**config.mk**
```make
export PLATFORM = sky130hd
export DESIGN_NAME = pipe_adder_parity_flat
export DESIGN_NICKNAME = d
export VERILOG_FILES = /design/src/rtl/pipe_adder_parity_if.sv /design/src/rtl/pipe_adder_parity.sv /design/src/flat_wrapper.sv
export SDC_FILE = /design/constraint.sdc
export NUM_CORES = 1
export LEC_CHECK = 0
export BUFFER_PORTS_ARGS = -buffer_cell sky130_fd_sc_hd__buf_2
export CAP_MARGIN = 5
export CORE_MARGIN = 1
export CORE_UTILIZATION = 50
export CTS_CLUSTER_DIAMETER = 80
export DETAILED_ROUTE_END_ITERATION = 16
export PLACE_DENSITY = 0.74
export SYNTH_ARGS = -nofsm -noshare
export SYNTH_HDL_FRONTEND = slang
export SYNTH_SLANG_ARGS = --single-unit
```
**constraint.sdc**
```tcl
create_clock -name clock -period 3.5 [get_ports clock]
set_input_delay 0.875 -clock clock [delete_from_list [all_inputs] [get_ports clock]]
set_output_delay 0.875 -clock clock [all_outputs]
set_load 0.03 [all_outputs]
```
**src/rtl/pipe_adder_parity_if.sv**
```systemverilog
// Handshake and result bundle for pipe_adder_parity.
// The master side drives operands and out_ready; the slave side is the adder.
interface pipe_adder_parity_if #(
    parameter int WIDTH = 8,
    parameter int CNT_W = 8
) ();
    logic             in_valid;
    logic             in_ready;
    logic [WIDTH-1:0] a;
    logic [WIDTH-1:0] b;
    logic             cin;
    logic             sub;
    logic             out_valid;
    logic             out_ready;
    logic [WIDTH-1:0] sum;
    logic             cout;
    logic             ovf;
    logic             par_even;
    logic             par_odd;
    logic [CNT_W-1:0] res_cnt;

    modport master (
        output in_valid, a, b, cin, sub, out_ready,
        input  in_ready, out_valid, sum, cout, ovf, par_even, par_odd, res_cnt
    );

    modport slave (
        input  in_valid, a, b, cin, sub, out_ready,
        output in_ready, out_valid, sum, cout, ovf, par_even, par_odd, res_cnt
    );
endinterface

```
**src/rtl/pipe_adder_parity.sv**
```systemverilog
// Pipelined add/subtract with segmented carry chain, one SEG-bit segment per stage,
// followed by a flag/parity output register; global stall on output backpressure.
module pipe_adder_parity #(
    parameter int WIDTH = 8,
    parameter int SEG   = 4,
    parameter int CNT_W = 8
) (
    input  logic               clock,
    input  logic               reset,
    pipe_adder_parity_if.slave io
);
    localparam int N = WIDTH / SEG;

    logic             vld_p [1:N];
    logic             c_p   [1:N];
    logic [WIDTH-1:0] a_p   [1:N];
    logic [WIDTH-1:0] b_p   [1:N];
    logic [WIDTH-1:0] s_p   [1:N];

    logic             src_v   [1:N];
    logic             src_c   [1:N];
    logic [WIDTH-1:0] src_a   [1:N];
    logic [WIDTH-1:0] src_b   [1:N];
    logic [WIDTH-1:0] src_s   [1:N];
    logic [SEG:0]     seg_sum [1:N];
    logic [WIDTH-1:0] nxt_s   [1:N];

    logic en;

    function automatic logic even_bit(input logic [WIDTH-1:0] v);
        return ^v;
    endfunction

    // Carry into the MSB is recovered as sum^a^b at that bit position.
    function automatic logic signed_ovf(input logic a_msb, input logic b_msb,
                                        input logic s_msb, input logic c_out);
        return (s_msb ^ a_msb ^ b_msb) ^ c_out;
    endfunction

    assign en          = !io.out_valid || io.out_ready;
    assign io.in_ready = en;

    always_comb begin
        src_v[1] = io.in_valid;
        src_a[1] = io.a;
        src_b[1] = io.sub ? ~io.b : io.b;
        src_c[1] = io.sub | io.cin;
        src_s[1] = '0;
        for (int k = 2; k <= N; k++) begin
            src_v[k] = vld_p[k-1];
            src_a[k] = a_p[k-1];
            src_b[k] = b_p[k-1];
            src_c[k] = c_p[k-1];
            src_s[k] = s_p[k-1];
        end
        for (int k = 1; k <= N; k++) begin
            seg_sum[k] = {1'b0, src_a[k][(k-1)*SEG +: SEG]}
                       + {1'b0, src_b[k][(k-1)*SEG +: SEG]}
                       + {{SEG{1'b0}}, src_c[k]};
            nxt_s[k] = src_s[k];
            nxt_s[k][(k-1)*SEG +: SEG] = seg_sum[k][SEG-1:0];
        end
    end

    always_ff @(posedge clock or negedge reset) begin
        if (!reset) begin
            for (int k = 1; k <= N; k++) begin
                vld_p[k] <= 1'b0;
                c_p[k]   <= 1'b0;
                a_p[k]   <= '0;
                b_p[k]   <= '0;
                s_p[k]   <= '0;
            end
            io.out_valid <= 1'b0;
            io.sum       <= '0;
            io.cout      <= 1'b0;
            io.ovf       <= 1'b0;
            io.par_even  <= 1'b0;
            io.par_odd   <= 1'b0;
            io.res_cnt   <= '0;
        end else begin
            if (en) begin
                // segment stages 1..N: stage k resolves segment k-1
                for (int k = 1; k <= N; k++) begin
                    vld_p[k] <= src_v[k];
                    c_p[k]   <= seg_sum[k][SEG];
                    a_p[k]   <= src_a[k];
                    b_p[k]   <= src_b[k];
                    s_p[k]   <= nxt_s[k];
                end
                // output register: final sum with its flags and parity
                io.out_valid <= vld_p[N];
                io.sum       <= s_p[N];
                io.cout      <= c_p[N];
                io.ovf       <= signed_ovf(a_p[N][WIDTH-1], b_p[N][WIDTH-1],
                                           s_p[N][WIDTH-1], c_p[N]);
                io.par_even  <= even_bit(s_p[N]);
                io.par_odd   <= ~even_bit(s_p[N]);
            end
            if (io.out_valid && io.out_ready) begin
                io.res_cnt <= io.res_cnt + CNT_W'(1);
            end
        end
    end
endmodule
```
**src/flat_wrapper.sv**
```systemverilog
// flat-port wrapper written by rule: the top's interface ports become plain ports
module pipe_adder_parity_flat 
#(
    parameter int WIDTH = 8,
    parameter int SEG   = 4,
    parameter int CNT_W = 8
)
  (clock, reset, io_in_valid, io_a, io_b, io_cin, io_sub, io_out_ready, io_in_ready, io_out_valid, io_sum, io_cout, io_ovf, io_par_even, io_par_odd, io_res_cnt);
  pipe_adder_parity_if #(.WIDTH(WIDTH), .CNT_W(CNT_W)) io_i ();
  input  logic clock;
  input  logic reset;
  input wire logic [$bits(io_i.in_valid)-1:0] io_in_valid;
  input wire logic [$bits(io_i.a)-1:0] io_a;
  input wire logic [$bits(io_i.b)-1:0] io_b;
  input wire logic [$bits(io_i.cin)-1:0] io_cin;
  input wire logic [$bits(io_i.sub)-1:0] io_sub;
  input wire logic [$bits(io_i.out_ready)-1:0] io_out_ready;
  output wire logic [$bits(io_i.in_ready)-1:0] io_in_ready;
  output wire logic [$bits(io_i.out_valid)-1:0] io_out_valid;
  output wire logic [$bits(io_i.sum)-1:0] io_sum;
  output wire logic [$bits(io_i.cout)-1:0] io_cout;
  output wire logic [$bits(io_i.ovf)-1:0] io_ovf;
  output wire logic [$bits(io_i.par_even)-1:0] io_par_even;
  output wire logic [$bits(io_i.par_odd)-1:0] io_par_odd;
  output wire logic [$bits(io_i.res_cnt)-1:0] io_res_cnt;
  assign io_i.in_valid = io_in_valid;
  assign io_i.a = io_a;
  assign io_i.b = io_b;
  assign io_i.cin = io_cin;
  assign io_i.sub = io_sub;
  assign io_i.out_ready = io_out_ready;
  assign io_in_ready = io_i.in_ready;
  assign io_out_valid = io_i.out_valid;
  assign io_sum = io_i.sum;
  assign io_cout = io_i.cout;
  assign io_ovf = io_i.ovf;
  assign io_par_even = io_i.par_even;
  assign io_par_odd = io_i.par_odd;
  assign io_res_cnt = io_i.res_cnt;
  pipe_adder_parity #(.WIDTH(WIDTH), .SEG(SEG), .CNT_W(CNT_W)) u_core (.clock(clock), .reset(reset), .io(io_i));
endmodule
```
## Word level (Yosys, flattened, before mapping)

Cells that the tools add are included.

- Register bits after elaboration: 69
- Input port bits: 22
- Output and inout port bits: 22
- Logic and storage cells: 33

- Add/subtract/negate cells: 5
- Mux-type cells: 1
- Bitwise logic cells: 6
- Reductions and logical operators: 4

Operators with widths:

| kind | number |
|---|---|
| adder 4 x 4 -> 5 bit | 2 |
| adder 5 x 1 -> 5 bit | 2 |
| adder 8 x 1 -> 8 bit (second input constant) | 1 |
| two-way mux 8 bit | 1 |
| inverter 8 bit | 1 |
| parity 8 bit | 1 |
| XOR 1 bit | 3 |
| logical AND 1 bit | 1 |
| logical NOT 1 bit | 1 |
| logical OR 1 bit | 1 |
| inverter 1 bit | 1 |
| bitwise OR 1 bit | 1 |

## Depth between registers and ports, before layout

- Depth in word-level cells: 4
- Gate-level depth with buffers: 7
- Mapped depth without buffers: 6

## Worst setup path after synthesis

OpenSTA, ideal clock, no wires.

- Kind: input port to flip-flop
- Start: input port io_sub
- End: register u_core.c_p[1] (netlist name)
- Setup time: 135 ps
- Data arrival time: 2,504 ps
- Required time: 3,365 ps
- Slack: 861 ps
- Stages on the path: 7
- Cell sequence: buf_2 or2_2 fa_1 fa_1 a21o_1 a21oi_1 a21oi_1

- Cells in the longest elaborated chain, start to end: 3

RTL lines:

| element | RTL line | source |
|---|---|---|
| from (decl) | flat_wrapper.sv:16 | `input wire logic [$bits(io_i.sub)-1:0] io_sub;` |
| two-way mux 8 bit | pipe_adder_parity.sv:46 | `src_b[1] = io.sub ? ~io.b : io.b;` |
| adder 4 x 4 -> 5 bit | pipe_adder_parity.sv:58 | `+ {1'b0, src_b[k][(k-1)*SEG +: SEG]}` |
| adder 5 x 1 -> 5 bit (*) | pipe_adder_parity.sv:59 | `+ {{SEG{1'b0}}, src_c[k]};` |
| to (signal, indexed assignment) | pipe_adder_parity.sv:86 | `c_p[k] <= seg_sum[k][SEG];` |
| to (decl) | pipe_adder_parity.sv:15 | `logic c_p [1:N];` |

Mark *: on every way between the ends. The rest lies on a longest branch, timed or not.
A chain may end at the register's enable or synchronous reset.

## Worst setup path after layout

Same ends and word-level chain as after synthesis.

==> summary by stage <==
Status
The flow ran to the end, and the final reports show no timing, DRC or antenna violations.

Clocking
TritonCTS built the clock tree. The H-tree generated during clock tree synthesis spans 2 levels. Clock-pin slew was measured on the worst setup and hold paths at 0.08 ns. The number of buffers inserted during clock tree synthesis is 5.

The number of hold buffers added after CTS was 0. The number of gates resized after CTS is 0. The clock passes through at most 2 buffers.

The tree built by TritonCTS fans out to 47 sinks. The CTS root buffer is clkbuf_8. The total setup buffers inserted after CTS is 0. At the later pin of the worst-skew pair, clock insertion delay measures 0.29 ns.

Routing
The final wirelength is 3574 um. The first detailed-routing pass ran for 5 iterations. The routed via count is 1540.

The per-cell routed wire length is 11.31 um. The number of remaining DRC errors is 0. The post-route antenna net violation count is 0. The routed via count divided by cell count is 4.873.

The detailed router finished its first iteration with 69 violations.

Worst hold path
The min-delay analysis places its worst path in the category reg2reg. The hold path startpoint is u_core.vld_p[0]. The worst hold path passes through 2 cells.

STA
Between clock sinks in the finished design, the worst skew comes to 0.006815 ns. After layout, the minimum clock period comes to 2.415 ns. The actual transition at the worst max-transition pin is 1.010 ns. The normalized max-slew margin is 0.3265. The total setup violations reported at the end of the flow is 0.

Hold timing on the final database bottoms out at a slack of 0.4622 ns. Timing would allow up to 414.1 MHz. After routing, the total negative slack on setup checks comes to 0 ns.

Of the available clock period, the critical path in the final layout requires 0.6900. Setup repair after global routing left no endpoint under its margin. The final-report max-slew violation count is 0. The total count of hold-check failures in the final report is 0.

Setup path
The element type at the critical path end is a flop. The critical path starts at io_sub. The number of buffers and inverters on the critical path is 1. The reg-to-reg critical path startpoint is u_core.b_p[12].

The category of cells accounting for the largest share of critical-path delay is adder cells. The instance count on the critical path is 7. Data arrives at the worst endpoint at 2.58 ns. The critical path class is in2reg.

Walking the worst path, the cells encountered are buf_2 > or2_2 > fa_1 > fa_1 > a21o_1 > a21oi_1 > a21oi_1. Counting cells, the worst reg-to-reg path comes to 5. The critical path launch point type is an input pin.

The required time at the endpoint of the critical path is 3.67 ns. The largest individual stage delay along the critical path comes from the cell fa_1. The biggest fanout along the worst timing path is 9. The longest individual stage delay on the worst path is 0.42 ns.

Place
The HPWL after detailed placement is 2510 um. The placer congestion estimate is 0.7299. During placement, the flow inserted port buffers numbering 43.

Finish
The number of antenna diodes in the final layout is 0. From synthesis to final layout, the design area changed by 15.16%. The number of inserted filler cells in the final layout is 365. At the end of the flow, the number of nets in the layout was 298. The proportion of layout cells with a drive suffix above 1 is 0.2068.

Synthesis
Synthesis produced a netlist with a net count of 256. The sequential area share after synthesis is 0.5378. Averaged over all synthesized cells, the footprint is 9.808 um^2.

The flip-flop cell with the highest count after synthesis is dfrtp_1. The cell area after synthesis is 2187 um^2. The number of synthesized flops with an enable pin is 0. The number of flip-flops and latches in the synthesized netlist is 47. Counting distinct cell types in the post-synthesis netlist gives 22. Counting flops with an async set or reset pin after synthesis yields a share of 1.000.

During synthesis, Yosys emitted a total of 0 warnings. Counting every instance in the synthesized netlist gives 223.

GRT
The via count of the first global-routing pass came to 1370. The largest net degree at the start of global routing is 48. The initial antenna violation count is 0.

Across every metal layer, demand over resource in global routing totals 0.1798. Global routing finished with a remaining overflow of 0. The first global-routing pass estimated 6030 um of wire.

Run
The number of violations of the max-capacitance limit is 0.

Floorplan
In this run the count of I/O pins placed on the die edge is 44. The initial utilization of the core area, before any placement, comes to 0.5352. The width of the chip is 68.14 um. The number of rows created at floorplan is 23. The floorplan step defined a die boundary enclosing 4642 um^2. Measured along the y axis, the die boundary spans 68.14 um. The placeable core region is 4086 um^2.

Power
Across the VDD grid, the largest voltage drop is 0.4392 mV. The ratio of total power to cell area is 894.0 nW/um^2. The static leakage is 1.306 nW.
[through the flow]
stage | worst slack, ns | std cells | util | total power [mW] | cell area [um^2]
6_report | 1.085 | 316 | 0.6164 | 2.252 | 2519
3_3_place_gp | 0.7989 | 308 | 0.5964 | 1.928 | 2437
4_1_cts | 1.084 | 316 | 0.6164 | 2.280 | 2519
5_1_grt | 0.9846 | 316 | 0.6164 | 2.443 | 2519
2_1_floorplan | 0.8614 | 223 | - | 1.713 | 2187
3_5_place_dp | 0.7671 | 308 | 0.5964 | 1.970 | 2437
[area by class of cell]
type / count / area [um^2] / area share
inverter: 5 / 18.77 / 0.007452
tap: 50 / 62.56 / 0.02484
multi-input combinational: 161 / 949.7 / 0.3770
timing repair buffer: 45 / 230.2 / 0.09141
clock inverter: 1 / 5.005 / 0.001987
clock buffer: 7 / 76.32 / 0.03030
sequential: 47 / 1176 / 0.4670
[layer usage]
layer	GRT usage	routed length, um
met1	0.2275	1655
met2	0.2941	1659
met3	0.04000	193
met4	0.07813	66
met5	0	0
[logic make-up after synthesis]
| kind of cell | synth area share |
|---|---|
| buffers and inverters | 0.02917 |
| XOR/XNOR | 0.1121 |
| adder cells (fa/ha/maj) | 0.07666 |
| multiplexers | 0.01201 |
| flip-flops | 0.5378 |
| AND/OR/NAND/NOR | 0.1785 |
| AO/OA/AOI/OAI | 0.05377 |
[Yosys cell counts, drive strengths merged (3+ instances only)]
master	number	share of area
xnor2	17	0.068
xor2	11	0.044
fa	4	0.037
nor2	6	0.010
inv	4	0.0069
a21oi	6	0.014
o21ai	13	0.030
buf	6	0.014
nand2	83	0.14
dfrtp	47	0.54
nand4	3	0.0086
ha	7	0.040
a21o	3	0.010
clkbuf	4	0.0069
[layout by cell type (no fill, tap or decap)]
master | Yosys | final
or2_2 | 1 | 1
mux2_2 | 1 | 1
clkbuf_1 | 4 | 2
clkinv_2 | 0 | 1
and3_1 | 1 | 1
buf_2 | 6 | 43
nand2_1 | 83 | 83
clkinv_1 | 1 | 1
a21oi_1 | 6 | 6
and2_1 | 1 | 1
nand4_1 | 3 | 3
ha_1 | 7 | 7
nand2b_1 | 1 | 1
dfrtp_1 | 47 | 47
fa_1 | 4 | 4
buf_4 | 0 | 2
inv_1 | 4 | 4
nor2_1 | 6 | 6
nor2b_2 | 0 | 1
nor2b_1 | 2 | 1
o21ai_0 | 13 | 13
a21o_1 | 3 | 3
xnor2_1 | 17 | 17
mux2_4 | 1 | 1
clkbuf_8 | 0 | 5
xor2_1 | 11 | 11
[final timing paths]
kind	endpoint	slack (ns)
worst max-delay path	u_core.c_p[1]	1.09
worst max register to register	u_core.s_p[7]	1.91
worst min-delay path	u_core.vld_p[0]	0.46
min in group asynchronous	u_core.io.out_valid	0.74
max in group asynchronous	u_core.io.par_odd	2.13
worst min register to register	u_core.vld_p[0]	0.46
[power by group]
part	switching, mW	internal, mW	total (mW)	leakage [nW]
sequential	0.170	0.771	0.941	0.571
clock	0.168	0.140	0.309	0.0422
combinational	0.590	0.412	1.00	0.693
total	0.928	1.32	2.25	1.31
[flip-flops by register name, indices dropped and copies added, names as in the netlist, 2 cells and up]
signal and count:
u_core.io.res_cnt 8, u_core.io.sum 8, u_core.b_p 5, u_core.c_p 2
u_core.a_p 5, u_core.s_p 8, u_core.nxt_s 4
[worst register-to-register path: cells and delay by family, from the launching register on]
kind,cells,cell delay [ns]
XOR/XNOR,1,0.17
flip-flops,1,0.40
AO/OA/AOI/OAI,3,0.45
adder cells (fa/ha/maj),1,0.44
No activity file was read; power rests on OpenSTA's default activity.
